`config.mk`:
```
export PLATFORM = sky130hd
export DESIGN_NAME = pc_sequencer_16bit
export DESIGN_NICKNAME = d
export VERILOG_FILES = /design/src/rtl/pc_sequencer_16bit.sv
export SDC_FILE = /design/constraint.sdc
export NUM_CORES = 1
export LEC_CHECK = 0
export ABC_CLOCK_PERIOD_IN_PS = 2380
export BUFFER_PORTS_ARGS = -buffer_cell sky130_fd_sc_hd__buf_2
export CAP_MARGIN = 20
export CORE_ASPECT_RATIO = 0.9
export CORE_MARGIN = 5
export CORE_UTILIZATION = 30
export DETAILED_ROUTE_END_ITERATION = 7
export GPL_ROUTABILITY_DRIVEN = 0
export MAX_ROUTING_LAYER = met4
export PLACE_DENSITY = 0.51
export SETUP_SLACK_MARGIN = 0.15
export SYNTH_ARGS = -nofsm -noshare
export SYNTH_HDL_FRONTEND = slang
export SYNTH_HIERARCHICAL = 1
export SYNTH_SLANG_ARGS = --single-unit
```
`constraint.sdc`:
```
create_clock -name clk -period 2.38 [get_ports clk]
set_clock_uncertainty 0.2 [all_clocks]
set_input_delay 0.238 -clock clk [delete_from_list [all_inputs] [get_ports clk]]
set_output_delay 0.238 -clock clk [all_outputs]
set_load 0.02 [all_outputs]
```
`src/rtl/pc_sequencer_16bit.sv`:
```
// rtl/pc_sequencer_16bit.sv - 16-bit program-counter sequencer driving an instruction-fetch handshake
// Optional feature macro: PC_OVERFLOW_TRAP_EN (accept at pc=16'h7FFF traps and halts instead of wrapping)

module increment_16bit (
    input  logic [15:0] A,
    output logic [15:0] incA,
    output logic        overflow
);
    // Next-sequential value; overflow marks the signed 7FFF -> 8000 crossing
    always_comb begin
        incA     = A + 16'd1;
        overflow = (A == 16'h7FFF);
    end
endmodule

module pc_sequencer_16bit #(
    parameter logic [15:0] RESET_ADDR = 16'h0000
) (
    input  logic        clk,
    input  logic        rst,
    input  logic        start,
    input  logic        halt_req,
    output logic        addr_valid,
    input  logic        addr_ready,
    output logic [15:0] addr,
    input  logic        jump_valid,
    input  logic [15:0] jump_addr,
    output logic        running,
    output logic        trap,
    output logic [15:0] fetch_count
);
    typedef enum logic [1:0] {
        ST_IDLE = 2'd0,
        ST_RUN  = 2'd1,
        ST_HALT = 2'd2
    } state_t;

    state_t      state_q, state_d;
    logic [15:0] pc_q, pc_d;
    logic [15:0] fetch_count_q, fetch_count_d;
    logic        trap_q, trap_d;

    logic [15:0] inc_pc;
    logic        inc_overflow;
    logic        trap_en;
    logic        accept;
    logic        trap_fire;

    increment_16bit u_inc (
        .A        (pc_q),
        .incA     (inc_pc),
        .overflow (inc_overflow)
    );

`ifdef PC_OVERFLOW_TRAP_EN
    assign trap_en = 1'b1;
`else
    assign trap_en = 1'b0;
`endif

    // Handshake decode; a jump in the same cycle suppresses the trap
    assign accept    = (state_q == ST_RUN) & addr_ready;
    assign trap_fire = trap_en & accept & inc_overflow & ~jump_valid;

    // Next-state, next-PC, counter and trap computation
    always_comb begin
        state_d       = state_q;
        pc_d          = pc_q;
        fetch_count_d = fetch_count_q;
        trap_d        = trap_q | trap_fire;

        if (accept && (fetch_count_q != 16'hFFFF)) begin
            fetch_count_d = fetch_count_q + 16'd1;
        end

        case (state_q)
            ST_IDLE: begin
                if (jump_valid) pc_d = jump_addr;
                if (start)      state_d = ST_RUN;
            end
            ST_RUN: begin
                if (jump_valid) begin
                    pc_d = jump_addr;
                end else if (accept && !trap_fire) begin
                    pc_d = inc_pc;
                end
                if (halt_req || trap_fire) state_d = ST_HALT;
            end
            ST_HALT: begin
                if (jump_valid)          pc_d = jump_addr;
                if (start && !trap_q)    state_d = ST_RUN;
            end
            default: begin
                state_d = ST_IDLE;
            end
        endcase
    end

    // State registers with asynchronous reset
    always_ff @(posedge clk or posedge rst) begin
        if (rst) begin
            state_q       <= ST_IDLE;
            pc_q          <= RESET_ADDR;
            fetch_count_q <= 16'h0000;
            trap_q        <= 1'b0;
        end else begin
            state_q       <= state_d;
            pc_q          <= pc_d;
            fetch_count_q <= fetch_count_d;
            trap_q        <= trap_d;
        end
    end

    assign addr_valid  = (state_q == ST_RUN);
    assign running     = (state_q == ST_RUN);
    assign addr        = pc_q;
    assign fetch_count = fetch_count_q;
    assign trap        = trap_q;
endmodule

```
==> impl.org, run 1 <==
** Outcome
- The flow ran to the end, and the final reports show no timing, DRC or antenna violations.

** CTS
- Count of instances resized after the clock tree is built :: 0
- Post-CTS Hold Fix Bufs :: 3
- Counting every sink on the clock net gives 34.
- CTS built an H-tree with a depth of 2.
- Number of setup buffers added after CTS :: 0
- Cts bufs inserted :: 5
- Buffer depth of the longest clock path :: 2
- TritonCTS built the clock tree.
- At the later pin of the worst-skew pair, clock insertion delay measures 0.28 ns.
- The tree is rooted in a clkbuf_8.
- Clock-pin slew was measured on the worst setup and hold paths at 0.07 ns.

** Power and ir drop
- Registers are responsible for 44.6% of the overall power.
- IR analysis of the VDD net gives a maximum drop of 0.336 mV.
- Power share of the clock group :: 23.2%
- Switching share of total power :: 38.0%
- P_sw :: 726 uW
- Comb pwr share :: 32.2%
- Internal power :: 1.18 mW
- Power density cells :: 792 mW/mm2
- P_leak :: 1.30 nW

** Logic synthesis
- Yosys warning total :: 6
- Net count of the mapped netlist :: 213
- Mean post-synth cell area :: 10.2 um2
- Synthesized instance count :: 189
- The mapped netlist covers 0.00192 mm2.

** Timing
- Headroom to the max-slew limit came out at 66.1%.
- The final number of hold-violating endpoints came to 0.
- The worst path needs 1.96 ns of the cycle, external delays included.
- The count of final max-slew check failures came to 0.
- Summed over all failing endpoints, the final setup total negative slack is 0 ns.
- Post-route clock period utilization :: 82.4%
- For the pin with the worst max-slew slack, the measured transition is 0.506 ns.
- Setup violations remaining at the end of the flow were counted as 0.
- RSZ-0062 raised after global routing :: no
- Derived from the worst setup path, the maximum achievable clock frequency is 0.510 GHz.

** Final layout
- After filler insertion, the fill cell instance count of the layout stands at 643.
- Most common library cell in the layout ignoring fill and taps :: buf_2
- Diodes inserted :: 0
- Compared with the post-synthesis result, the final layout area differs by 25.6%.
- Multi-input combinational cell area :: 0.00103 mm2
- In the layout the commonest cells are 55 x buf_2, 34 x dfrtp_1, 27 x nand2_1.
- Fraction of layout cells with a size suffix above 1 :: 30.7%
- The finished cells cover 0.00241 mm2.
- Count of nets after finishing :: 274
- Registers take 851 um2.

** Global routing
- Vias in the first global route :: 1492
- Entering global routing, the biggest net connects 35 pins.
- Wire length of the first global-routing pass :: 7350 um
- In the global route stage, overall resource usage came out at 12.0%.
- Antenna violations before repair :: 0
- Summed over all layers, the global routing overflow is 0.

** Route
- After detailed routing, the average wire length per cell comes to 13.7 um.
- Wire length after detailed routing :: 4630 um
- Drt first-iter violations :: 96
- The routed layout has 1568 vias.
- Routed Antenna Nets :: 0
- Number of iterations in the first detailed-routing pass :: 4
- Dividing the detail-routed via count by the number of cells gives 4.64.
- For this run, design rule violations remaining after detail routing come to 0.

** Critical path
- Data required time at the worst endpoint :: 2.35 ns
- STA classifies the critical path startpoint as a flop.
- Walking the worst path, the cells encountered are ha_1 > and3_2 > nor4b_4 > nor2_2 > mux2_4.
- Setup Crit Path Kind :: flop to flop
- Slowest stage delay, CP :: 0.45 ns
- CP max FO :: 9
- Endpoint kind of the worst setup timing path :: flop
- STA puts the critical path data arrival time at 1.93 ns.
- For this design, the slowest cell found on the critical path is nor4b_4.

** Run
- Max-cap violations in this run came to 0.

** Floorplanning
- Placeable core region :: 0.00618 mm2
- The initial utilization of the core area, before any placement, comes to 31.1%.
- Num ports :: 57
- The floorplan step set the die height to 85.9 um.
- In this run the horizontal extent of the chip is 94.3 um.
- The die covers 0.00810 mm2.
- After floorplanning, the core was divided into 27 placement rows.

** Place
- Number of input and output port buffers inserted :: 55
- Estimated wirelength of the detail-placed design :: 3370 um
- In this run the cell area measured after placement is 0.00229 mm2.

** Worst hold path
- The worst hold path belongs to the class input pin to flop.
-- metrics by stage --
step                instances  setup slack (ns)  hold slack, ns  util, %  power, mW
floorplan                 189             0.444           0.178        -       1.26
global placement          327             0.482           0.173     37.1       1.48
detailed placement        327             0.443           0.172     37.1       1.49
CTS                       338             0.422          0.0411     39.0       1.95
global route              338             0.326          0.0577     39.0       2.05
finish                    338             0.419          0.0493     39.0       1.91
-- flip-flops by register name (all words and copies together), names as in the netlist --
name         count
addr            16
fetch_count     16
state_q          2
-- worst max-delay path: cells and delay by family, from the launching register on --
family        cells  cell delay, ns
fa+ha+maj         1            0.17
flops             1            0.41
mux               1            0.32
simple gates      3            0.76
-- final timing paths --
kind	cells past startpoint	from	end	slack [ns]
worst max-delay path	5	fetch_count[0]	fetch_count[1]	0.42
worst min-delay path	3	jump_addr[15]	addr[15]	0.05
worst max register to register	5	fetch_count[0]	fetch_count[1]	0.42
worst min register to register	1	fetch_count[15]	fetch_count[15]	0.31
max in group asynchronous	4	rst	addr[3]	1.26
min in group asynchronous	4	rst	fetch_count[0]	0.40
-- per-layer routing --
metal | wire length [um] | GRT usage (%) | up-vias
met5 | 0 | - | -
met4 | 87 | 4.86 | 0
met3 | 227 | 2.81 | 6
met2 | 2110 | 18.5 | 48
met1 | 2210 | 15.1 | 726
li1 | - | - | 788
-- power groups by stage --
stage | clock (mW) | sequential, mW | combinational, mW
finish | 0.444 | 0.852 | 0.614
global route | 0.493 | 0.881 | 0.679
CTS | 0.468 | 0.853 | 0.629
detailed placement | 0 | 0.863 | 0.623
global placement | 0 | 0.860 | 0.619
floorplan | 0 | 0.972 | 0.291
-- final cells by class --
cell class              count  area share, %
flip-flops and latches     34           35.3
repair buffers             61           13.6
clock buffers               7           3.58
multi-input cells         146           42.5
well taps                  87           4.51
clock inverters             1          0.207
inverters                   2          0.311
(Power assumes the default switching activity.)
==> run 2, diff against run 1 <==
Settings changed: ABC_CLOCK_PERIOD_IN_PS 2380 to 1650, PLACE_DENSITY 0.51 to 0.53.
Clock period 2.38 ns to 1.65 ns, I/O delays scaled along.
==> run 2 against run 1 <==
The run now ends with negative setup slack left. Maximum frequency grew 12%. Register-to-register slack got worse by 0.51 ns. Non-clock buffer count is 67 higher. Worst setup slack worse by 0.51 ns. First-iteration DRC count down 46%. Cell area increased by 42%. Hold slack improved by 0.16 ns. Largest power group is now combinational logic. Via count is 18% higher. Sequential share of layout area down 9.6 points. Critical path type unchanged. Cell count is 20% higher. Largest cell class unchanged. Combinational power grew 150%. Power is 75% higher.
==> impl.org, run 2 (synthesized netlist as in run 1, its figures left out) <==
** Place
- Number of placed cells counting well taps :: 367 (was 327)
- Pre-CTS setup slack :: -0.227 ns (was 0.443 ns)
- The quantity of I/O buffers inserted on ports is 55 (unchanged).
- The final HPWL from detailed placement was 3830 um (was 3370 um).

** Floorplanning
- Starting density of the core :: 31.1% (unchanged)
- The die height was 85.9 um (unchanged).
- Num ports :: 57 (unchanged)
- Horiz. Die Dim :: 94.3 um (unchanged)
- Die footprint :: 0.00810 mm2 (unchanged)
- Num rows :: 27 (unchanged)
- The core box area is 0.00618 mm2 (unchanged).

** CTS
- The buffer cell driving the clock tree root was clkbuf_8 (unchanged).
- Sinks on Clock Net :: 34 (unchanged)
- The latest clock arrival within the worst-skew pair was 0.28 ns (about the same).
- Number of H-tree branching levels :: 2 (unchanged)
- The post-CTS clock slew at the launch and capture registers of the worst setup and hold paths is 0.07 ns (about the same).
- The clock tree buffer depth was 2 (unchanged).
- Cts bufs inserted :: 5 (unchanged)
- TritonCTS clock tree :: yes (unchanged)

** Global routing
- The remaining global-route overflow came to 0 (unchanged).
- Met1 layer usage reported by global route :: 20.6% (was 15.1%)
- The layer with the highest usage after global routing was met2 (unchanged).
- The via count of the first global-routing pass came to 1779 (was 1492).
- The global routing met2 resource utilization came to 20.7% (was 18.5%).
- Wire length of the first global-routing pass :: 9040 um (was 7350 um)
- The number of antenna violations at the first check in global routing was 0 (unchanged).
- The global routing usage summed across all routing layers came to 14.6% (was 12.0%).
- Met3 Track Usage GR :: 2.89% (was 2.81%)
- Largest net degree at the start of global routing :: 35 (unchanged)

** Timing
- Number of endpoints failing setup at the final stage :: 8 (was 0)
- The count of final max-slew check failures is 0 (unchanged).
- Maximum clock frequency :: 0.573 GHz (was 0.510 GHz)
- The final critical delay including setup and external delays came to 1.75 ns (was 1.96 ns).
- The post-route clock period utilization was 106% (was 82.4%).
- The smallest hold slack is 0.213 ns (was 0.0493 ns).
- Final number of hold-violating endpoints :: 0 (unchanged)
- RSZ-0062 raised after global routing: yes (was no).
- The minimum setup slack in the final design was -0.0958 ns (was 0.419 ns).

** Final layout
- The synthesis-to-finish area growth is 78.2% (was 25.6%).
- The sequential cell area was 878 um2 (was 851 um2).
- The area of the multi-input gates was 0.00132 mm2 (was 0.00103 mm2).
- The final-stage net count was 341 (was 274).
- The ratio of cells with drive above 1 in the final layout is 58.5% (was 30.7%).
- The final instance count without filler cells is 406 (was 338).
- The commonest non-fill, non-tap cell in the layout is buf_2 (unchanged).
- Commonest non-fill, non-tap cells in the layout :: 52 x buf_2, 39 x buf_4, 24 x nand2_1 (was 55 x buf_2, 34 x dfrtp_1, 27 x nand2_1)
- The number of fill cells in the layout came to 544 (was 643).

** Power and ir drop
- Power density cells :: 975 mW/mm2 (was 792 mW/mm2)
- P_leak :: 1.70 nW (was 1.30 nW)
- The worst-case vdd ir drop was 0.484 mV (was 0.336 mV).
- The total power consumption of the routed design is 3.34 mW (was 1.91 mW).

** Route
- The remaining antenna violation count was 0 (unchanged).
- Drt first-iter violations :: 52 (was 96)
- The post-route DRC violation count is 0 (unchanged).
- Mean routed wirelength per cell :: 14.5 um (was 13.7 um)
- Overall via count from detail_route :: 1843 (was 1568)
- The number of vias per cell after detailed routing is 4.54 (was 4.64).
- Wire length after detailed routing :: 5880 um (was 4630 um)
- Number of iterations in the first detailed-routing pass :: 4 (unchanged)

** Critical path
- CP max FO :: 3 (was 9)
- Data required time at the worst endpoint :: 1.62 ns (was 2.35 ns)
- The endpoint kind of the worst setup timing path was a flop (unchanged).
- WP data arrival :: 1.72 ns (was 1.93 ns)
- The type of origin of the critical path is a flop (unchanged).
- The category of the critical setup timing path is flop to flop (unchanged).

** Outcome
- The final reports fail on negative setup slack.
- Status: complete, but fails checks (was completed).

** Worst hold path
- The class of the worst hold path was input pin to flop (unchanged).

** Run
- The reported max-cap violation count came to 0 (unchanged).
run 2: changes by cell type in the layout (fill, tap and decap cells not counted), sizes merged:
cell / previous run / this run
buf: 58 / 106
diode: 0 / 1
clkbuf: 7 / 10
dlygate4sd3: 3 / 19
run 2: power breakdown:
part           total [mW]  switching, mW  leakage [nW]  internal, mW
clock network       0.645          0.308        0.0482         0.337
logic                1.53          0.788          1.24         0.738
registers            1.17          0.151         0.405          1.02
run 2: critical path, stage by stage, from the launching register on:
cell     delay, ns
dfrtp_2       0.39
ha_4          0.13
and3_4        0.18
nor4b_4       0.22
buf_4         0.19
nor2_4        0.04
mux2_4        0.29
run 2: what timing repair did:
action                                  CTS  global route
buffers inserted                          6             2
gates cloned                              0             3
pin swaps                                28            14
hold buffers                             19             0
gates resized for setup                  31            36
hold endpoints to repair                 52             0
endpoints found under the setup margin   26            37
run 2: layer usage:
layer / vias to the layer above / wire [um]
li1: 935 / -
met1: 863 / 2800
met2: 41 / 2820
met3: 4 / 213
met4: 0 / 50
met5: - / 0
run 2: layout make-up:
class                      count  share of cell area (%)
clock buffer                   7                    2.52
tap                           87                    3.18
sequential                    34                    25.7
inverter                       2                   0.219
timing repair buffer         128                    29.6
clock inverter                 1                   0.146
antenna                        1                  0.0731
multi-input combinational    146                    38.6
run 2: stage by stage:
step | setup TNS [ns] | utilization, % | area [um2]
3_5_place_dp | -1.40 | 43.9 | 2710
6_report | -0.366 | 55.4 | 3420
3_3_place_gp | -1.02 | 43.9 | 2710
5_1_grt | -1.53 | 55.3 | 3420
4_1_cts | -0.331 | 51.8 | 3200
2_1_floorplan | -0.919 | - | 2020
run 2: worst paths after layout:
check | start | cells past startpoint | end | slack [ns]
max | fetch_count[0] | 6 | fetch_count[1] | -0.1
min | addr_ready | 4 | fetch_count[2] | 0.21
max reg2reg | fetch_count[0] | 6 | fetch_count[1] | -0.1
min reg2reg | fetch_count[15] | 2 | fetch_count[15] | 0.34
max in group asynchronous | rst | 4 | fetch_count[4] | 0.57
min in group asynchronous | rst | 4 | fetch_count[15] | 0.33
